--- config.mk ---
export PLATFORM = sky130hd
export DESIGN_NAME = div_ctrl
export DESIGN_NICKNAME = d
export VERILOG_FILES = /design/src/rtl/div_ctrl_pkg.sv /design/src/rtl/div_step.sv /design/src/rtl/div_ctrl.sv
export SDC_FILE = /design/constraint.sdc
export NUM_CORES = 1
export LEC_CHECK = 0
export CORE_MARGIN = 5
export CORE_UTILIZATION = 30
export CTS_BUF_LIST = sky130_fd_sc_hd__clkbuf_16
export CTS_CLUSTER_DIAMETER = 150
export DETAILED_ROUTE_END_ITERATION = 8
export GPL_ROUTABILITY_DRIVEN = 0
export PLACE_DENSITY_LB_ADDON = 0.3
export SLEW_MARGIN = 10
export SYNTH_ARGS = -nofsm -noshare
export SYNTH_HDL_FRONTEND = slang
export SYNTH_SLANG_ARGS = --single-unit
--- constraint.sdc ---
create_clock -name clk -period 3.4 [get_ports clk]
set_clock_uncertainty 0.2 [all_clocks]
set_input_delay 0.68 -clock clk [delete_from_list [all_inputs] [get_ports clk]]
set_output_delay 0.68 -clock clk [all_outputs]
set_load 0.03 [all_outputs]
--- src/rtl/div_ctrl_pkg.sv ---
// div_ctrl_pkg: state codes and handshake constants shared by the divider sequencer.
package div_ctrl_pkg;
   typedef enum logic [1:0] {
      DivFree   = 2'b00,
      DivByZero = 2'b01,
      DivOn     = 2'b10,
      DivEnd    = 2'b11
   } div_state_t;
   localparam logic DivResultReady    = 1'b1;
   localparam logic DivResultNotReady = 1'b0;
   localparam logic DivStart          = 1'b1;
   localparam logic DivStop           = 1'b0;
   localparam logic [31:0] ZeroWord   = 32'h0;
endpackage

--- src/rtl/div_step.sv ---
// div_step: one restoring-division step (shift, trial subtract, quotient bit).
module div_step #(
   parameter int DATA_W = 32
) (
   input  logic [2*DATA_W:0] work,
   input  logic [DATA_W-1:0] dvsr,
   output logic [2*DATA_W:0] work_nxt
);
   logic [DATA_W:0] diff;
   // The partial remainder stays below 2*dvsr, so diff's MSB is exactly the borrow.
   always_comb begin
      diff = work[2*DATA_W-1:DATA_W-1] - {1'b0, dvsr};
      work_nxt = diff[DATA_W] ? work << 1 : {diff, work[DATA_W-2:0], 1'b1};
   end
endmodule

--- src/rtl/div_ctrl.sv ---
// div_ctrl: multi-cycle radix-2 restoring divider sequencer for DIV/DIVU in EX.
module div_ctrl
   import div_ctrl_pkg::*;
#(
   parameter int DATA_W = 32,
   parameter int CNT_W  = 6
) (
   input  logic                clk,
   input  logic                rst,
   input  logic                start_i,
   input  logic                annul_i,
   input  logic                signed_div_i,
   input  logic [DATA_W-1:0]   opdata1_i,
   input  logic [DATA_W-1:0]   opdata2_i,
   output logic [2*DATA_W-1:0] result_o,
   output logic                ready_o,
   output logic                stallreq_o
);
   div_state_t          state;
   logic [CNT_W-1:0]    cnt;
   logic [2*DATA_W:0]   work, work_nxt;
   logic [DATA_W-1:0]   dvsr, mag1, mag2, quo, rem;
   logic                neg_q, neg_r, req;
   always_comb begin
      req = start_i == DivStart && !annul_i;
      mag1 = (signed_div_i && opdata1_i[DATA_W-1]) ? -opdata1_i : opdata1_i;
      mag2 = (signed_div_i && opdata2_i[DATA_W-1]) ? -opdata2_i : opdata2_i;
      quo = neg_q ? -work[DATA_W-1:0] : work[DATA_W-1:0];
      rem = neg_r ? -work[2*DATA_W-1:DATA_W] : work[2*DATA_W-1:DATA_W];
      stallreq_o = (state == DivFree && req) || state == DivByZero || state == DivOn;
   end
   div_step #(.DATA_W(DATA_W)) u_step (.work(work), .dvsr(dvsr), .work_nxt(work_nxt));
   always_ff @(posedge clk) begin
      if (rst) begin
         state    <= DivFree;
         cnt      <= '0;
         work     <= '0;
         dvsr     <= '0;
         neg_q    <= 1'b0;
         neg_r    <= 1'b0;
         result_o <= '0;
         ready_o  <= DivResultNotReady;
      end else begin
         case (state)
            DivFree: begin
               result_o <= '0;
               ready_o  <= DivResultNotReady;
               if (req && opdata2_i == '0) state <= DivByZero;
               else if (req) begin
                  state <= DivOn;
                  cnt   <= '0;
                  dvsr  <= mag2;
                  work  <= {{(DATA_W+1){1'b0}}, mag1};
                  neg_q <= signed_div_i & (opdata1_i[DATA_W-1] ^ opdata2_i[DATA_W-1]);
                  neg_r <= signed_div_i & opdata1_i[DATA_W-1];
               end
            end
            DivByZero: begin
               state    <= DivEnd;
               result_o <= '0;
               ready_o  <= DivResultReady;
            end
            DivOn: begin
               if (annul_i) begin
                  state    <= DivFree;
                  result_o <= '0;
                  ready_o  <= DivResultNotReady;
               end else if (cnt != CNT_W'(DATA_W)) begin
                  work <= work_nxt;
                  cnt  <= cnt + 1'b1;
               end else begin
                  state    <= DivEnd;
                  result_o <= {rem, quo};
                  ready_o  <= DivResultReady;
               end
            end
            DivEnd: begin
               // Restart only after EX releases start for a cycle.
               if (start_i == DivStop) begin
                  state    <= DivFree;
                  result_o <= '0;
                  ready_o  <= DivResultNotReady;
               end
            end
            default: state <= DivFree;
         endcase
      end
   end
endmodule

* After elaboration in Yosys (flattened, before gate mapping)
Cells that the tools add are included.
** Storage, ports and cells
- Bits in registers :: 171
- Input bits :: 69
- Output and inout bits :: 66
- Logic and storage cells :: 74
** Cells by class
- Add/subtract/negate cells :: 6
- Eq/ne operators :: 11
- Muxes and demuxes :: 29
- Bitwise gates (word level) :: 4
- Reductions and logical operators :: 16
** Operators by type and width (number)
- $mux 64 :: 8
- $pmux 64 s3 :: 1
- $mux 32 :: 4
- $neg 32->32 :: 4
- $pmux 64 s2 :: 1
- $sub 33x32->33 :: 1
- $logic_not 32->1 :: 1
- $mux 6 :: 4
- $pmux 6 s2 :: 1
- $mux 2 :: 5
- $ne 2x2->1 const B :: 4
- $pmux 2 s4 :: 1
- $add 6x1->6 const B :: 1
- $ne 6x6->1 const B :: 1
- $reduce_and 3->1 :: 2
- $logic_and 1x1->1 :: 5
- $reduce_and 5->1 :: 1
- $eq 2x2->1 const B :: 2
- $pmux 1 s4 :: 1
- $mux 1 :: 3
- $ne 3x2->1 const B :: 1
- $ne 3x3->1 const B :: 1
- $and 1x1->1 :: 2
- $eq 2x1->1 const B :: 1
- other kinds (9) :: 10

* Longest topological paths before layout
Gate-level depths: netlist of run 1.
- Word-level depth :: 5
- Gate-level depth with buffers :: 12
- Gate-level depth less buffers :: 11

* By module
Synthesis of run 1 repeated with hierarchy kept, for this count alone.
** Second synthesis, totals
- Cell total of the unflattened synthesis :: 1542
- Area total of the unflattened synthesis :: 11865.1 um^2
** Modules (own cells, without submodules)
- div_ctrl :: instances 1, cells an instance 1151, area each 9145.0 um^2, seq. area each 3443.3 um^2
- div_step :: instances 1, cells an instance 391, area each 2720.1 um^2, seq. area each 0.0 um^2

* Worst setup path after synthesis of run 1
Ideal clock, no wire load.
- Kind :: register -> register
- From :: reg work[31]
- To :: reg work[32]
- Library setup time :: 0.117 ns
- Arrival time :: 2.848 ns
- Required time :: 3.083 ns
- Slack :: 0.234 ns
- Stages on the path, launching flop included :: 13
- Path buffers :: 1
- Clock period less this slack :: 3.166 ns
- Cell sequence :: dfxtp_1 > inv_1 > ha_1 > fa_1 > nand2b_1 > a21oi_1 > o32ai_2 > o211ai_1 > a211o_1 > and3_1 > clkbuf_1 > o21ai_0 > a32o_1
** Between the ends
- Longest elaborated chain between the ends :: 5
** Ends and longest elaborated chain
- from (decl) :: line div_ctrl.sv:21 : logic [2*DATA_W:0] work, work_nxt;
- from (signal assigned) :: line div_ctrl.sv:53 : work <= {{(DATA_W+1){1'b0}}, mag1};
- from (signal assigned) :: line div_ctrl.sv:69 : work <= work_nxt;
- $sub 33x32->33 :: line div_step.sv:12 : diff = work[2*DATA_W-1:DATA_W-1] - {1'b0, dvsr};
- $mux 64 * :: line div_step.sv:13 : work_nxt = diff[DATA_W] ? work << 1 : {diff, work[DATA_W-2:0], 1'b1};
- $mux 64 * :: line div_ctrl.sv:68 : end else if (cnt != CNT_W'(DATA_W)) begin
- $mux 64 * :: line div_ctrl.sv:64 : if (annul_i) begin
- $pmux 64 s2 * :: line div_ctrl.sv:44 : case (state)
Every way passes the cells marked *; elsewhere a longest branch is shown, timed or not. The select of a mux whose other input is x is not followed.
A chain may end at the register's enable or synchronous reset.

* Worst setup path in the final report of run 1
- From :: reg work[35]
- To :: reg work[59]
** Between the ends
- Longest elaborated chain between the ends :: 5
** Ends and longest elaborated chain (line)
- $sub 33x32->33 :: div_step.sv:12
- $mux 64 :: div_step.sv:13
- $mux 64 :: div_ctrl.sv:68
- $mux 64 :: div_ctrl.sv:64
- $pmux 64 s2 :: div_ctrl.sv:44
No other way between the ends. The select of a mux whose other input is x is not followed.

==> metrics, run 1 <==
synthesized instance count=~1,500; fin crit period=3260 ps; Min Hold Slack=between 200 and 300 ps; asr flop ratio synth=0; worst vdd ir=roughly 0.29 mV; Post-synth EDFFs=0; CTS tree=yes; number of CTS-inserted buffers=17; fillcell total=3,821; vias in the first global route=approximately 10,000; Worst-path clk slew=around 70 ps; global-route wire length before repair=roughly 57,000 um; Post-synth top cells=nand2_1 (188), dfxtp_1 (171), nor2_1 (159); Hold WC Path Type=register to register; n_diodes=0; Vias=around 11,000; CTS Buffer Depth=2; area of the multi-input gates=0.00734 sq mm; area grow syn2layout=28.7%; Placeable Area=0.0374 sq mm; highest clock rate=~310 MHz; pre-CTS WS=-145 ps; Synth top area share=0.304; startpoint type of the worst setup path=register; max_slew headroom=0.447; Seq cells post-synth=~170; cell area after synthesis=roughly 0.011 sq mm; crit path cell chain=ha_1 -> o211ai_1 -> a21oi_2 -> o32ai_2 -> o211ai_1 -> a211o_1 -> and3_1 -> or4b_1 -> o211ai_1; RSZ-0062 raised after global routing=no; Worst Setup Path Type=register to register; detailed-route vias per instance=about 5.1; Final setup viols=0; top area cells in the synthesized netlist=dfxtp_1 (30%), xnor2_1 (6.6%), nand2_1 (6.3%), nor2_1 (5.3%), a21oi_1 (4.8%); DRT Pass-1 Iters=5; period utilization=0.960; Skew-Pair Late Insertion Delay=roughly 440 ps; post-synth cell types=74; Hold Fails Final Rpt=0; PD cells=between 400 and 500 mW/mm^2; GR Overflow Total=0; DRT antenna net count=0; final WL=35,800 um; number of DRC violations after detailed-routing iteration 0=between 800 and 900; Tot GR Track Use=0.166; PortBufs=roughly 130; Ports=135; Req. time, crit path=between 3000 and 4000 ps; ys flop type=dfxtp_1; clock sinks=171; chip width=204 um; Buf/Inv on CP=0; # DRC=0; Critical Path AT=roughly 3400 ps; post-synthesis area per instance=around 7.7 sq um; Root Driver=clkbuf_16; Setup crit end kind=register; sequential cell area=between 0.003 and 0.004 sq mm; Die Span Y=between 200 and 250 um; fin nets=about 1,800; post-synth net total=1,582; hpwl dp=roughly 28,000 um; status=completed; row cnt=71; number of max-cap violations=0; crit-path max cell delay=approximately 530 ps; routed len/inst=between 15 and 20 um; biggest area consumer among synthesized cells=dfxtp_1; delay-heaviest family, CP=compound AO/OA/AOI/OAI gates; htree depth=4; leakage=~5.5 nW; Die Area=around 0.042 sq mm; pin count of the biggest net entering global routing=around 140; Initial Util=0.301; fraction of layout cells with a size suffix above 1=0.113; hold-fix buffers at CTS=0; CP max-delay cell=dfxtp_1; most used cell, CP=o211ai_1; PnR worst setup slack=between 100 and 150 ps; count leader, synth=nand2_1; sequential area share after synthesis=0.304; CP Max Fanout=7; initial antenna violation count=1; Final Slew Violations=0; Worst Max-Slew Pin Slew=just over 800 ps; synth warn=0
[path summary, 6_finish.rpt]
check                    start      endpoint  slack (ps)  cells after the start
setup / recovery      work[35]      work[59]         140                      9
hold / removal    result_o[22]  result_o[22]         250                      2
setup reg to reg      work[35]      work[59]         140                      9
hold reg to reg   result_o[22]  result_o[22]         250                      2
[timing repair]
item	in CTS	in global routing
endpoints found under the hold margin	0	0
gates resized for setup	0	4
setup endpoints to repair	0	8
buffers inserted	0	0
[sequential cells by signal, indices dropped and copies added (netlist names)]
name	cells
result_o	64
work	64
dvsr	32
cnt	6
state	2
neg_q	1
neg_r	1
ready_o	1
[layout make-up]
class,instances,area share
multi-input combinational,1158,0.506
sequential,171,0.236
timing repair buffer,258,0.162
tap,511,0.0441
clock buffer,17,0.0293
inverter,52,0.0135
clock inverter,15,0.00914
[per-layer routing]
metal	vias to the layer above	part of all wire	routed length [um]	track usage
li1	5667	-	-	-
met3	23	0.061	2170	0.0257
met2	315	0.41	14600	0.236
met1	5167	0.52	18700	0.266
met4	0	0.0080	287	0.0279
met5	-	0	0	0
[per-stage QoR]
stage	total power, mW	TNS (ps)	cells	cell area, sq um	utilization
2_1_floorplan	4.31	0	1470	11300	-
3_3_place_gp	5.21	-2870	2150	13900	0.373
3_5_place_dp	5.24	-6250	2150	13900	0.373
4_1_cts	7.13	0	2182	14500	0.388
5_1_grt	7.56	0	2182	14500	0.388
6_report	7.13	0	2182	14500	0.388
[layout by cell type, fill, tap and decap left out, types with 37 or more instances in the layout]
cell / n
a21oi_1: 107
a22oi_1: 46
clkdlybuf4s50_1: 132
nor2_1: 158
xnor2_1: 85
a211oi_1: 42
dfxtp_1: 171
inv_1: 53
nor3_1: 37
o211ai_1: 46
nand2_1: 188
o21ai_0: 75
xor2_1: 59
ha_1: 41
buf_4: 119
[tightest hold or removal path: stages, from the launching register on]
cell and delay, ps:
dfxtp_1 310, nand2_1 50, a21oi_1 50
[kinds of logic after synthesis]
family,count (synthesis),share of synthesized area
adder cells (fa/ha/maj),43,0.0484
multiplexers,14,0.0124
buffers and inverters,141,0.0496
flip-flops,171,0.304
AND/OR/NAND/NOR,543,0.228
XOR/XNOR,144,0.112
AO/OA/AOI/OAI,414,0.246
[report_power, final]
group / switching [mW] / leakage, nW / total [mW] / internal (mW)
Combinational: 1.71 / 3.82 / 2.87 / 1.16
Sequential: 0.191 / 1.39 / 2.37 / 2.18
Clock: 0.930 / 0.267 / 1.89 / 0.964
Total: 2.83 / 5.47 / 7.13 / 4.30
No activity file was read; power rests on OpenSTA's default activity.
==> run 2: changes to the inputs <==
ABC_CLOCK_PERIOD_IN_PS = 3400   (was default)
SYNTH_HIERARCHICAL = 1   (was default)
==> metrics, run 2 <==
hold-fix buffers at CTS=0 (unchanged); Post-Place Cells=2,234 (+3.9%); CP Max Fanout=5 (-2); highest clock rate=271 MHz (-12%); Worst Max-Slew Pin Slew=817 ps (-11.1 ps); DRT antenna net count=0 (unchanged); worst vdd ir=0.332 mV (+15%); area of the multi-input gates=0.00764 sq mm (+4.1%); PnR worst setup slack=-293 ps (-431 ps); synthesized instance count=1,538 (+4.6%); CTS Buffer Depth=2 (unchanged); Final setup viols=29 (+29); number of DRC violations after detailed-routing iteration 0=766 (-10%); cell area after synthesis=0.0118 sq mm (+5.0%); Final Slew Violations=0 (unchanged); Ports=135 (unchanged); non-filler cells, final=2,275 (+4.3%); largest registers=result_o (64), work (64), dvsr (32); PD cells=526 mW/mm^2 (+7.0%); Setup TNS Final=-3420 ps (-3420 ps); fin crit period=3690 ps (+431 ps); Initial Util=0.305 (+0.00329); global-route wire length before repair=60,500 um (+6.7%); fraction of layout cells with a size suffix above 1=0.168 (+0.0549); number of max-cap violations=0 (unchanged); initial antenna violation count=1 (unchanged); # DRC=0 (unchanged); Tot GR Track Use=0.169 (+0.00244); Worst Setup Path Type=register to register; Root Driver=clkbuf_16; clock sinks=171 (unchanged); Worst-path clk slew=80 ps (about the same); detailed-route vias per instance=5.22 (+1.9%); period utilization=1.09 (+0.127); Critical Path AT=3790 ps (+370 ps); hpwl dp=29,400 um (+4.8%); final WL=38,500 um (+7.5%); Skew-Pair Late Insertion Delay=450 ps (about the same); pin count of the biggest net entering global routing=68 (-51%); Hold WC Path Type=register to register; fillcell total=3,877 (+1.5%); delay-heaviest family, CP=compound AO/OA/AOI/OAI gates; crit-path max cell delay=370 ps (-160 ps); DRT Pass-1 Iters=5 (unchanged); vias in the first global route=11,400 (+12%); leakage=5.84 nW (+6.8%); synth warn=6 (+6); Setup crit end kind=register; crit path cell chain=inv_2 -> ha_4 -> fa_2 -> or2b_1 -> a21oi_2 -> o21bai_2 -> a21oi_2 -> o2111ai_2 -> a311o_1 -> o211ai_1 -> ha_4 -> buf_6 -> nand2b_1 -> o221ai_1 -> or3_1 -> nand3_2 -> a21oi_1; max_slew headroom=0.455 (+0.00816); row cnt=72 (+1.4%); htree depth=4 (unchanged); area grow syn2layout=30.2%; Hold Fails Final Rpt=0 (unchanged); PortBufs=134 (unchanged); number of CTS-inserted buffers=17 (unchanged); most frequent cells in the layout=nand2_1 (191), dfxtp_1 (170), buf_4 (163), clkdlybuf4s50_1 (132), a21oi_1 (117); Die Span Y=209 um (+2.3%); post-synthesis area per instance=7.69 sq um (+0.31%); Req. time, crit path=3490 ps (-70 ps); status=finished, violations left; Min Hold Slack=251 ps (-3.47 ps); Overall Power=8.10 mW (+14%); post-synth net total=1,651 (+4.4%); GR Overflow Total=0 (unchanged); Placeable Area=0.0388 sq mm (+3.8%); Buf/Inv on CP=2 (+2); Vias=11,900 (+6.2%); sequential cell area=0.00342 sq mm (about the same); commonest non-fill, non-tap cell in the layout=nand2_1; CTS tree=yes; startpoint type of the worst setup path=register; routed len/inst=16.9 um (+3.1%); failing checks=setup timing; chip width=209 um (+2.3%); fin nets=1,857 (+4.9%); RSZ-0062 raised after global routing=yes; CP max-delay cell=or3_1; Die Area=0.0435 sq mm (+4.7%)
==> run 2: changes by cell type in the layout (fill, tap and decap cells not counted), moves of 14 or more <==
cell      before  now
nor2_1       158  102
buf_4        119  163
nand3_1       20   62
o211ai_1      46   11
o21ai_0       75  108
a22oi_1       46   15
xnor2_1       85   58
nand4_1       28   10
xor2_1        59   75
o31ai_1       20   35
mux2_2         0   14
nor3_1        37   23
==> run 2: area by class of cell <==
type	count	share of cell area
Clock inverter	14	0.0127
Inverter	62	0.0153
Clock buffer	17	0.0276
Timing Repair Buffer	313	0.184
Sequential cell	171	0.222
Multi-Input combinational cell	1179	0.496
Antenna cell	1	0.000162
Tap cell	518	0.0421
==> run 2: path summary, 6_finish.rpt <==
path | from | to | slack [ps] | depth (start not counted)
setup reg to reg | work[31] | work[54] | -290 | 17
hold reg to reg | result_o[15] | result_o[15] | 250 | 2
hold / removal | result_o[15] | result_o[15] | 250 | 2
setup / recovery | work[31] | work[54] | -290 | 17
==> run 2: timing repair <==
| action | in CTS | in global routing |
|---|---|---|
| resized for setup | 14 | 31 |
| setup endpoints to repair | 29 | 33 |
| pin swaps | 6 | 19 |
| gates cloned | 1 | 1 |
| buffers inserted | 5 | 2 |
==> run 2: per-layer routing <==
metal	vias to the layer above	GRT usage	wire length [um]
li1	5904	-	-
met1	5585	0.232	18200
met2	308	0.262	17200
met3	69	0.0295	1770
met4	0	0.0731	1380
met5	-	0	0
==> run 2: where the power goes <==
part | switching (mW) | total (mW) | internal, mW
Combinational | 2.06 | 3.61 | 1.54
Clock | 0.900 | 2.13 | 1.23
Sequential | 0.187 | 2.36 | 2.17
==> run 2: stage by stage <==
step,area (sq um),setup slack (ps),util
6_report,15400,-293,0.397
2_1_floorplan,11900,-79.8,-
3_5_place_dp,14500,-270,0.375
3_3_place_gp,14500,-178,0.375
4_1_cts,15300,-239,0.393
5_1_grt,15400,-399,0.397
==> run 2: worst reg2reg max path: stages (launching register included) <==
cell and delay, ps:
dfxtp_2 340, inv_2 40, ha_4 150, fa_2 330, or2b_1 270, a21oi_2 160
o21bai_2 100, a21oi_2 200, o2111ai_2 140, a311o_1 290, o211ai_1 150, ha_4 270
buf_6 150, nand2b_1 90, o221ai_1 120, or3_1 370, nand3_2 90, a21oi_1 70
==> run 3: changes to the inputs <==
CTS_BUF_LIST = default   (was sky130_fd_sc_hd__clkbuf_16)
RECOVER_POWER = 50   (was default)
==> metrics, run 3 (synthesized netlist as in run 2, its figures left out) <==
chip width=209 um (unchanged); Worst Setup Path Type=register to register; routed len/inst=16.9 um (about the same); fillcell total=3,887 (+0.26%); Setup TNS Final=-3440 ps (-18.8 ps); number of max-cap violations=0 (unchanged); hpwl dp=29,400 um (unchanged); Min Hold Slack=248 ps (-2.78 ps); Final Slew Violations=0 (unchanged); commonest non-fill, non-tap cell in the layout=nand2_1; Worst-path clk slew=70 ps (about the same); Final setup viols=28 (-3.4%); RSZ-0062 raised after global routing=yes; Die Span Y=209 um (unchanged); area grow syn2layout=29.8%; number of DRC violations after detailed-routing iteration 0=749 (-2.2%); DP Area=0.0145 sq mm (unchanged); CTS Buffer Depth=2 (unchanged); htree depth=4 (unchanged); failing checks=setup timing; area of the multi-input gates=0.00763 sq mm (about the same); leakage=6.05 nW (+3.6%); fraction of layout cells with a size suffix above 1=0.165 (-0.00285); hold-fix buffers at CTS=0 (unchanged); Tot GR Track Use=0.169 (unchanged); period utilization=1.09 (+0.00350); Critical Path AT=3800 ps (about the same); # DRC=0 (unchanged); fin nets=1,857 (unchanged); uppermost layer routed=met4; pin count of the biggest net entering global routing=68 (unchanged); Met2 Routed Length=17,100 um (-0.33%); global-route wire length before repair=60,500 um (unchanged); fin crit period=3710 ps (+11.9 ps); detailed-route vias per instance=5.23 (+0.19%); Skew-Pair Late Insertion Delay=450 ps (about the same); DRT antenna net count=0 (unchanged); largest registers=result_o (64), work (64), dvsr (32); Overall Power=8.08 mW (-0.26%); sequential cell area=0.00342 sq mm (unchanged); Placeable Area=0.0388 sq mm (unchanged); startpoint type of the worst setup path=register; Hold Fails Final Rpt=0 (unchanged); pre-CTS WS=-270 ps (unchanged); clock sinks=171 (unchanged); Root Driver=clkbuf_16; number of CTS-inserted buffers=17 (unchanged); final WL=38,500 um (about the same); PD cells=526 mW/mm^2 (about the same); Hold WC Path Type=register to register; CP Max Fanout=5 (unchanged); Worst Max-Slew Pin Slew=1050 ps (+235 ps); initial antenna violation count=1 (unchanged); Setup crit end kind=register; most frequent cells in the layout=nand2_1 (191), dfxtp_1 (170), buf_4 (160), a21oi_1 (117), o21ai_0 (109); DRT met1 WL=18,100 um (-0.28%); PnR worst setup slack=-305 ps (-11.9 ps); row cnt=72 (unchanged); status=finished, violations left; Initial Util=0.305 (unchanged); Vias=11,900 (+0.19%); fin area=0.0154 sq mm (-0.26%); highest clock rate=270 MHz (-0.32%); met3 wire len=1830 um (+3.4%); max_slew headroom=0.298 (-0.157); vias in the first global route=11,400 (unchanged); DRT Pass-1 Iters=5 (unchanged); PortBufs=134 (unchanged); GR Overflow Total=0 (unchanged); Die Area=0.0435 sq mm (unchanged); Ports=135 (unchanged); worst vdd ir=0.333 mV (+0.22%); CTS tree=yes; Req. time, crit path=3490 ps (about the same)
==> run 3: changes by cell type in the layout (fill, tap and decap cells not counted) <==
cell | previous run | this run
clkdlybuf4s50_1 | 132 | 66
dlygate4sd3_1 | 0 | 66
clkbuf_1 | 0 | 4
buf_4 | 163 | 160
buf_12 | 9 | 7
buf_6 | 8 | 9
clkbuf_4 | 0 | 1
inv_1 | 61 | 60
o21ai_0 | 108 | 109
o21ai_2 | 3 | 2
or4_1 | 16 | 17
or4_4 | 2 | 1
==> run 3: area by class of cell <==
cell class	count	share of cell area
inverters	62	0.0153
clock buffers	18	0.0279
clock inverters	13	0.0125
repair buffers	313	0.182
diodes	1	0.000163
well taps	518	0.0422
multi-input cells	1179	0.497
flip-flops and latches	171	0.223
==> run 3: power breakdown <==
group	internal, mW	leakage (nW)	switching [mW]
sequential	2.17	1.39	0.188
combinational	1.53	4.36	2.06
clock	1.24	0.299	0.895
==> run 3: worst paths after layout <==
kind	from	end	slack, ps	cells after the start
worst min register to register	result_o[30]	result_o[30]	250	2
worst max-delay path	work[31]	work[54]	-310	17
worst max register to register	work[31]	work[54]	-310	17
worst min-delay path	result_o[30]	result_o[30]	250	2
==> run 3: metrics by stage <==
step | instances | utilization
finish | 2275 | 0.396
CTS | 2271 | 0.393
global route | 2275 | 0.396
global placement | 2234 | 0.375
floorplan | 1538 | -
detailed placement | 2234 | 0.375
==> run 3: timing repair <==
| item | CTS | global route |
|---|---|---|
| setup buffers | 5 | 2 |
| gates cloned | 1 | 1 |
| pin swaps | 6 | 19 |
| endpoints found under the setup margin | 29 | 33 |
| resized for setup | 14 | 31 |
==> run 3: routing by layer <==
metal / global-route usage / vias up
li1: - / 5895
met3: 0.0295 / 73
met1: 0.232 / 5582
met5: 0 / -
met2: 0.262 / 338
met4: 0.0731 / 0
==> run 3: critical path, stage by stage, from the launching register on <==
cell and delay [ps]:
dfxtp_2 340, inv_2 40, ha_4 150, fa_2 330
or2b_1 270, a21oi_2 160, o21bai_2 100, a21oi_2 210
o2111ai_2 140, a311o_1 290, o211ai_1 150, ha_4 270
buf_6 150, nand2b_1 90, o221ai_1 120, or3_1 370
nand3_2 90, a21oi_1 70
